[src/rtl/vga_timing_pkg.sv]
// Timing constants and vertical-phase encoding shared by the VGA raster
// generator and anything that needs to reason about the 640x480@60 frame.
package vga_timing_pkg;

    localparam int unsigned H_VISIBLE = 640;
    localparam int unsigned H_FRONT   = 16;
    localparam int unsigned H_SYNC    = 96;
    localparam int unsigned H_BACK    = 48;
    localparam int unsigned V_VISIBLE = 480;
    localparam int unsigned V_FRONT   = 10;
    localparam int unsigned V_SYNC    = 2;
    localparam int unsigned V_BACK    = 33;
    localparam int unsigned CLK_DIV   = 2;

    localparam int unsigned H_TOTAL  = H_VISIBLE + H_FRONT + H_SYNC + H_BACK;
    localparam int unsigned V_TOTAL  = V_VISIBLE + V_FRONT + V_SYNC + V_BACK;
    localparam int unsigned HS_START = H_VISIBLE + H_FRONT;
    localparam int unsigned HS_END   = HS_START + H_SYNC - 1;

    typedef enum logic [1:0] {VACT, VFP, VSYNC, VBP} vstate_t;

endpackage

[src/rtl/vga_timing_gen_if.sv]
// Connection bundle between the raster generator, the colour mapper that feeds
// it, and the VGA DAC pins it drives.
interface vga_timing_gen_if;

    logic [7:0] Red;
    logic [7:0] Green;
    logic [7:0] Blue;
    logic [9:0] DrawX;
    logic [9:0] DrawY;
    logic       pix_en;
    logic       frame_clk;
    logic       VGA_CLK;
    logic       VGA_HS;
    logic       VGA_VS;
    logic       VGA_BLANK_N;
    logic       VGA_SYNC_N;
    logic [7:0] VGA_R;
    logic [7:0] VGA_G;
    logic [7:0] VGA_B;

    modport master (
        input  Red, Green, Blue,
        output DrawX, DrawY, pix_en, frame_clk, VGA_CLK, VGA_HS, VGA_VS,
               VGA_BLANK_N, VGA_SYNC_N, VGA_R, VGA_G, VGA_B
    );

    modport slave (
        output Red, Green, Blue,
        input  DrawX, DrawY, pix_en, frame_clk, VGA_CLK, VGA_HS, VGA_VS,
               VGA_BLANK_N, VGA_SYNC_N, VGA_R, VGA_G, VGA_B
    );

endinterface

[src/rtl/pixel_clk_div.sv]
// Divides the system clock down to the pixel rate: a one-cycle pixel strobe on
// the last count and a registered, roughly square pixel clock for the DAC.
module pixel_clk_div #(
    parameter int unsigned CLK_DIV = 2
) (
    input  logic Clk,
    input  logic Reset,
    output logic pix_en,
    output logic pix_clk
);

    localparam int unsigned CW = $clog2(CLK_DIV);
    localparam logic [CW-1:0] LAST = CW'(CLK_DIV - 1);
    localparam logic [CW-1:0] HALF = CW'(CLK_DIV / 2);

    logic [CW-1:0] div_cnt;
    logic [CW-1:0] div_nxt;

    assign pix_en  = (div_cnt == LAST);
    assign div_nxt = pix_en ? '0 : div_cnt + CW'(1);

    // NOTE: state registers use non-blocking assignments so every flop samples
    // the pre-edge value of its inputs regardless of statement order.
    always_ff @(posedge Clk or posedge Reset) begin
        if (Reset) begin
            div_cnt <= '0;
            pix_clk <= 1'b0;
        end else begin
            div_cnt <= div_nxt;
            // Built from the next count so the clock edge lines up with div_cnt.
            pix_clk <= (div_nxt >= HALF);
        end
    end

endmodule

[src/rtl/vga_timing_gen.sv]
// VGA raster timing: pixel-rate scan counters, a vertical-phase FSM and an
// output stage that registers colour, sync and blank on the same pixel strobe.
module vga_timing_gen
    import vga_timing_pkg::*;
#(
    parameter int unsigned H_VIS = H_VISIBLE,
    parameter int unsigned H_FP  = H_FRONT,
    parameter int unsigned H_SW  = H_SYNC,
    parameter int unsigned H_BP  = H_BACK,
    parameter int unsigned V_VIS = V_VISIBLE,
    parameter int unsigned V_FP  = V_FRONT,
    parameter int unsigned V_SW  = V_SYNC,
    parameter int unsigned V_BP  = V_BACK,
    parameter int unsigned DIV   = CLK_DIV
) (
    input  logic             Clk,
    input  logic             Reset,
    vga_timing_gen_if.master vga
);

    localparam logic [9:0] H_LAST     = 10'(H_VIS + H_FP + H_SW + H_BP - 1);
    localparam logic [9:0] V_LAST     = 10'(V_VIS + V_FP + V_SW + V_BP - 1);
    localparam logic [9:0] H_VIS_END  = 10'(H_VIS);
    localparam logic [9:0] HS_FIRST   = 10'(H_VIS + H_FP);
    localparam logic [9:0] HS_LAST    = 10'(H_VIS + H_FP + H_SW - 1);
    localparam logic [9:0] VACT_LAST  = 10'(V_VIS - 1);
    localparam logic [9:0] VFP_LAST   = 10'(V_VIS + V_FP - 1);
    localparam logic [9:0] VSYNC_LAST = 10'(V_VIS + V_FP + V_SW - 1);

    logic       pix_en;
    logic       pix_clk;
    logic [9:0] hc;
    logic [9:0] vc;
    logic       line_end;
    vstate_t    vstate;
    vstate_t    vstate_nxt;
    logic       frame_start;
    logic       vis;
    logic       in_hsync;
    logic [7:0] r_q;
    logic [7:0] g_q;
    logic [7:0] b_q;
    logic       blank_n_q;
    logic       hs_q;
    logic       vs_q;
    logic       frame_q;

    pixel_clk_div #(.CLK_DIV(DIV)) u_div (
        .Clk    (Clk),
        .Reset  (Reset),
        .pix_en (pix_en),
        .pix_clk(pix_clk)
    );

    assign line_end = pix_en && (hc == H_LAST);

    always_ff @(posedge Clk or posedge Reset) begin
        if (Reset) begin
            hc <= '0;
            vc <= '0;
        end else if (pix_en) begin
            if (hc == H_LAST) begin
                hc <= '0;
                vc <= (vc == V_LAST) ? '0 : vc + 10'd1;
            end else begin
                hc <= hc + 10'd1;
            end
        end
    end

    always_ff @(posedge Clk or posedge Reset) begin
        if (Reset) vstate <= VACT;
        else       vstate <= vstate_nxt;
    end

    // NOTE: every output of this block gets a default before any branch, so
    // no path leaves a signal unassigned and no latch is inferred.
    always_comb begin
        vstate_nxt  = vstate;
        frame_start = 1'b0;
        // The phase only moves at the end of a line, so it tracks vc exactly.
        if (line_end) begin
            case (vstate)
                VACT:    if (vc == VACT_LAST) begin
                             vstate_nxt  = VFP;
                             frame_start = 1'b1;
                         end
                VFP:     if (vc == VFP_LAST)   vstate_nxt = VSYNC;
                VSYNC:   if (vc == VSYNC_LAST) vstate_nxt = VBP;
                VBP:     if (vc == V_LAST)     vstate_nxt = VACT;
                default:                       vstate_nxt = VACT;
            endcase
        end
    end

    assign vis      = (hc < H_VIS_END) && (vstate == VACT);
    assign in_hsync = (hc >= HS_FIRST) && (hc <= HS_LAST);

    // Colour, blank and both syncs are captured together so they share latency.
    always_ff @(posedge Clk or posedge Reset) begin
        if (Reset) begin
            r_q       <= '0;
            g_q       <= '0;
            b_q       <= '0;
            blank_n_q <= 1'b0;
            hs_q      <= 1'b1;
            vs_q      <= 1'b1;
            frame_q   <= 1'b0;
        end else begin
            frame_q <= frame_start;
            if (pix_en) begin
                r_q       <= vis ? vga.Red   : 8'h00;
                g_q       <= vis ? vga.Green : 8'h00;
                b_q       <= vis ? vga.Blue  : 8'h00;
                blank_n_q <= vis;
                hs_q      <= !in_hsync;
                vs_q      <= (vstate != VSYNC);
            end
        end
    end

    assign vga.DrawX       = hc;
    assign vga.DrawY       = vc;
    assign vga.pix_en      = pix_en;
    assign vga.frame_clk   = frame_q;
    assign vga.VGA_CLK     = pix_clk;
    assign vga.VGA_HS      = hs_q;
    assign vga.VGA_VS      = vs_q;
    assign vga.VGA_BLANK_N = blank_n_q;
    assign vga.VGA_SYNC_N  = 1'b0;
    assign vga.VGA_R       = r_q;
    assign vga.VGA_G       = g_q;
    assign vga.VGA_B       = b_q;

endmodule
[src/flat_wrapper.sv]
// flat-port wrapper written by rule: the top's interface ports become plain ports
module vga_timing_gen_flat import vga_timing_pkg::*;
#(
    parameter int unsigned H_VIS = H_VISIBLE,
    parameter int unsigned H_FP  = H_FRONT,
    parameter int unsigned H_SW  = H_SYNC,
    parameter int unsigned H_BP  = H_BACK,
    parameter int unsigned V_VIS = V_VISIBLE,
    parameter int unsigned V_FP  = V_FRONT,
    parameter int unsigned V_SW  = V_SYNC,
    parameter int unsigned V_BP  = V_BACK,
    parameter int unsigned DIV   = CLK_DIV
)
  (Clk, Reset, vga_Red, vga_Green, vga_Blue, vga_DrawX, vga_DrawY, vga_pix_en, vga_frame_clk, vga_VGA_CLK, vga_VGA_HS, vga_VGA_VS, vga_VGA_BLANK_N, vga_VGA_SYNC_N, vga_VGA_R, vga_VGA_G, vga_VGA_B);
  vga_timing_gen_if vga_i ();
  input  logic Clk;
  input  logic Reset;
  input wire logic [$bits(vga_i.Red)-1:0] vga_Red;
  input wire logic [$bits(vga_i.Green)-1:0] vga_Green;
  input wire logic [$bits(vga_i.Blue)-1:0] vga_Blue;
  output wire logic [$bits(vga_i.DrawX)-1:0] vga_DrawX;
  output wire logic [$bits(vga_i.DrawY)-1:0] vga_DrawY;
  output wire logic [$bits(vga_i.pix_en)-1:0] vga_pix_en;
  output wire logic [$bits(vga_i.frame_clk)-1:0] vga_frame_clk;
  output wire logic [$bits(vga_i.VGA_CLK)-1:0] vga_VGA_CLK;
  output wire logic [$bits(vga_i.VGA_HS)-1:0] vga_VGA_HS;
  output wire logic [$bits(vga_i.VGA_VS)-1:0] vga_VGA_VS;
  output wire logic [$bits(vga_i.VGA_BLANK_N)-1:0] vga_VGA_BLANK_N;
  output wire logic [$bits(vga_i.VGA_SYNC_N)-1:0] vga_VGA_SYNC_N;
  output wire logic [$bits(vga_i.VGA_R)-1:0] vga_VGA_R;
  output wire logic [$bits(vga_i.VGA_G)-1:0] vga_VGA_G;
  output wire logic [$bits(vga_i.VGA_B)-1:0] vga_VGA_B;
  assign vga_i.Red = vga_Red;
  assign vga_i.Green = vga_Green;
  assign vga_i.Blue = vga_Blue;
  assign vga_DrawX = vga_i.DrawX;
  assign vga_DrawY = vga_i.DrawY;
  assign vga_pix_en = vga_i.pix_en;
  assign vga_frame_clk = vga_i.frame_clk;
  assign vga_VGA_CLK = vga_i.VGA_CLK;
  assign vga_VGA_HS = vga_i.VGA_HS;
  assign vga_VGA_VS = vga_i.VGA_VS;
  assign vga_VGA_BLANK_N = vga_i.VGA_BLANK_N;
  assign vga_VGA_SYNC_N = vga_i.VGA_SYNC_N;
  assign vga_VGA_R = vga_i.VGA_R;
  assign vga_VGA_G = vga_i.VGA_G;
  assign vga_VGA_B = vga_i.VGA_B;
  vga_timing_gen #(.H_VIS(H_VIS), .H_FP(H_FP), .H_SW(H_SW), .H_BP(H_BP), .V_VIS(V_VIS), .V_FP(V_FP), .V_SW(V_SW), .V_BP(V_BP), .DIV(DIV)) u_core (.Clk(Clk), .Reset(Reset), .vga(vga_i));
endmodule
[config.mk]
export PLATFORM = sky130hd
export DESIGN_NAME = vga_timing_gen_flat
export DESIGN_NICKNAME = d
export VERILOG_FILES = /design/src/rtl/vga_timing_pkg.sv /design/src/rtl/vga_timing_gen_if.sv /design/src/rtl/pixel_clk_div.sv /design/src/rtl/vga_timing_gen.sv /design/src/flat_wrapper.sv
export SDC_FILE = /design/constraint.sdc
export NUM_CORES = 1
export LEC_CHECK = 0
export BUFFER_PORTS_ARGS = -buffer_cell sky130_fd_sc_hd__buf_2
export CAP_MARGIN = 5
export CORE_MARGIN = 2
export CORE_UTILIZATION = 45
export CTS_CLUSTER_DIAMETER = 40
export CTS_CLUSTER_SIZE = 24
export DETAILED_ROUTE_END_ITERATION = 7
export PLACE_DENSITY = 0.72
export SKIP_LAST_GASP = 1
export SYNTH_ARGS = -nofsm -noshare
export SYNTH_HDL_FRONTEND = slang
export SYNTH_SLANG_ARGS = --single-unit
[constraint.sdc]
create_clock -name Clk -period 1.8 [get_ports Clk]
set_input_delay 0.09 -clock Clk [delete_from_list [all_inputs] [get_ports Clk]]
set_output_delay 0.09 -clock Clk [all_outputs]
set_load 0.01 [all_outputs]
==> flow_summary.toml <==
[logic_synthesis]
ys_ff_latch = 51
synth_edf_count = 0
async_flop_share = 1.00
syn_inst = 202
ys_seq_area_frac = 0.548
synth_ff_type = "dfrtp_1"
synth.distinct_cells = 42
avgSynthCellArea_um2 = 11.5
synth_fp_nets = 238
yosys_warnings = 0
netlist_area_mm2 = 0.00233

[critical_path]
reg2reg_to = "u_core.vstate[1]"
rr_worst_depth = 5
path_max_fanout = 3
path_depth = 5
start_kind = "register"
required_ns = 1.98
r2r-start = "u_core.vga.DrawX[7]"
cp_top_family = "simple AND/OR/NAND/NOR gates"
arrival_ns = 2.00
cp-startpoint = "u_core.vga.DrawX[7]"
crit_end = "u_core.vstate[1]"
path_cells = "nand4b_1 -> nor4_4 -> o221ai_2 -> a221oi_2 -> mux2_1"
max_stage_delay_ns = 0.41
r2r_slack_ns = -0.02
worst_setup_path_end_kind = "register"
cp_num_buf_inv = 0
slowest_stage = "dfrtp_2"
path_class = "register to register"

[placed_design]
dp_hpwl_um = 3650
placed_area_mm2 = 0.00294
port_buffers = 75
place_congestion = 0.802

[power_and_ir_drop]
p_comb_frac = 0.074
p_seq_frac = 0.545
leakagePower_nw = 1.67
pwr-share-clk = 0.381
switchingPower_uw = 468
power_density_mw_per_mm2 = 659
netSwitchingFraction = 0.214
p_int_mw = 1.71
peakVddDrop_mv = 0.527

[layout]
syn2layout_area_growth_pct = 41.8
post-route-cell-area_mm2 = 0.00331
fill_cells = 400
drive_gt1_frac = 0.388
diodes = 0
layout.nets = 357
final_cell_mix = "buf_2 (75), dfrtp_1 (46), buf_4 (26)"
final_common_cell = "buf_2"

[floorplanning]
fp.dieH_um = 76.0
chipWidth_um = 76.0
fp-row-count = 26
start_util = 0.463
num_io_pins = 77
core_area_mm2 = 0.00504
die-area_mm2 = 0.00577

[clock_tree]
cts-root-buf = "clkbuf_8"
cts_max_level = 2
cts_inserted_buffers = 5
clk_pin_slew_ns = 0.09
cts_tree = "yes"
clock_path_buffers = 2
cts.sinks = 51
clk_latency_ns = 0.30

[global_route]
grt_pass1_vias = 1957
overflow = 0
grt_usage = 0.194
grt_max_degree = 27
grt_first_pass_wirelength_um = 9030
antenna_found_initial = 0

[route]
drtPass1Iterations = 4
ant_nets = 0
wl_um = 5550
via_per_inst = 5.01
vias = 1963
drtIter0Drc = 100
drc = 0
detail_route.wl_per_cell_um = 14.2

[timing]
fmax_mhz = 550
period_share = 1.01
slew_violations = 0
whs_ns = 0.00821
fin_crit_ns = 1.82
rsz0062_at_grt = "true"
finalHoldViolCount = 0
finalSetupViolCount = 1
fin_ws_ns = -0.0173
finClkSkew_ns = 0.00555

[run_status]
status = "finished with violations"
violations = "setup timing"

[worst_hold_path]
hold_path.class = "input pin to register"

[run]
cap_violations = 0
## cells in the mapped netlist, types with 2 or more instances
cell type | instances | share of area
nand4b_1 | 2 | 0.0075
mux2i_1 | 2 | 0.0086
a21o_1 | 2 | 0.0064
nor3_1 | 3 | 0.0064
dfrtp_1 | 49 | 0.53
nand4_1 | 4 | 0.011
xnor2_1 | 7 | 0.026
clkbuf_1 | 6 | 0.0097
a22o_1 | 24 | 0.090
buf_4 | 3 | 0.0097
nand2_1 | 16 | 0.026
o21ai_0 | 9 | 0.019
o31ai_1 | 2 | 0.0064
and3_1 | 4 | 0.011
nand3_1 | 2 | 0.0043
xor2_1 | 4 | 0.015
dfstp_2 | 2 | 0.023
ha_1 | 10 | 0.054
nor2_1 | 13 | 0.021
inv_1 | 10 | 0.016
buf_2 | 2 | 0.0043
and4_1 | 3 | 0.011
a21oi_1 | 4 | 0.0086
## state kept, by name (all words and copies together), names as in the netlist
register	cells
u_core.u_div.pix_en	1
u_core.vga.DrawX	10
u_core.vga.DrawY	10
u_core.vga.VGA_B	8
u_core.vga.VGA_BLANK_N	1
u_core.vga.VGA_G	8
u_core.vga.VGA_HS	1
u_core.vga.VGA_R	8
u_core.vga.VGA_VS	1
u_core.vga.frame_clk	1
u_core.vstate	2
## cell type report
class	instances	area, µm²	share of cell area
clock inverter	2	35.0	0.0106
clock buffer	6	82.6	0.0250
inverter	11	41.3	0.0125
multi-input combinational	128	978	0.296
sequential	51	1280	0.388
tap	70	87.6	0.0265
timing repair buffer	124	801	0.242
## worst min-delay path by stage
stage,from,end,slack (ns),cells past startpoint
floorplan,vga_Red[4],u_core.vga.VGA_R[4],0.22,1
detailed placement,Reset,u_core.vga.VGA_G[4],0.12,2
CTS,vga_Blue[1],u_core.vga.VGA_B[1],0.001,2
global placement,Reset,u_core.vga.VGA_G[4],0.12,2
global route,vga_Blue[3],u_core.vga.VGA_B[3],0.01,2
finish,vga_Blue[3],u_core.vga.VGA_B[3],0.008,2
## kinds of logic (layout without fill, tap and decap cells)
| family | count (synthesis) | after routing | share of synthesized area |
|---|---|---|---|
| other | 1 | 1 | 0.00161 |
| adder cells (fa/ha/maj) | 10 | 10 | 0.0536 |
| AND/OR/NAND/NOR | 57 | 57 | 0.146 |
| AO/OA/AOI/OAI | 46 | 46 | 0.152 |
| flip-flops | 51 | 51 | 0.548 |
| multiplexers | 3 | 3 | 0.0134 |
| XOR/XNOR | 11 | 11 | 0.0413 |
| buffers and inverters | 23 | 143 | 0.0435 |
## metal layers
layer	global-route usage	routed length, µm
met4	0.0582	65
met2	0.322	2670
met5	0	0
met3	0.0462	328
met1	0.254	2490
## repair_timing
item / 4_1_cts / 5_1_grt
hold endpoints to repair: 37 / 3
hold buffers: 20 / 3
setup endpoints to repair: 3 / 7
setup buffers: 1 / 0
gates resized for setup: 1 / 2
pin swaps: 1 / 4
## metrics by stage
stage | setup TNS [ns] | setup WS [ns] | power [mW] | std cells | utilization
2_1_floorplan | -0.0913 | -0.0913 | 1.26 | 202 | -
3_3_place_gp | 0 | 0.0596 | 1.33 | 361 | 0.583
3_5_place_dp | -0.0440 | -0.0175 | 1.33 | 361 | 0.583
4_1_cts | -0.00232 | -0.00232 | 2.19 | 390 | 0.649
5_1_grt | -0.165 | -0.109 | 2.26 | 392 | 0.656
6_report | -0.0173 | -0.0173 | 2.18 | 392 | 0.656
## power by group through the flow
| stage | Combinational, mW | Sequential (mW) | Clock, mW |
|---|---|---|---|
| 2_1_floorplan | 0.0420 | 1.22 | 0 |
| 3_3_place_gp | 0.119 | 1.21 | 0 |
| 3_5_place_dp | 0.123 | 1.21 | 0 |
| 4_1_cts | 0.154 | 1.19 | 0.849 |
| 5_1_grt | 0.175 | 1.19 | 0.895 |
| 6_report | 0.161 | 1.19 | 0.832 |
Power figures use the tool's default switching activity.
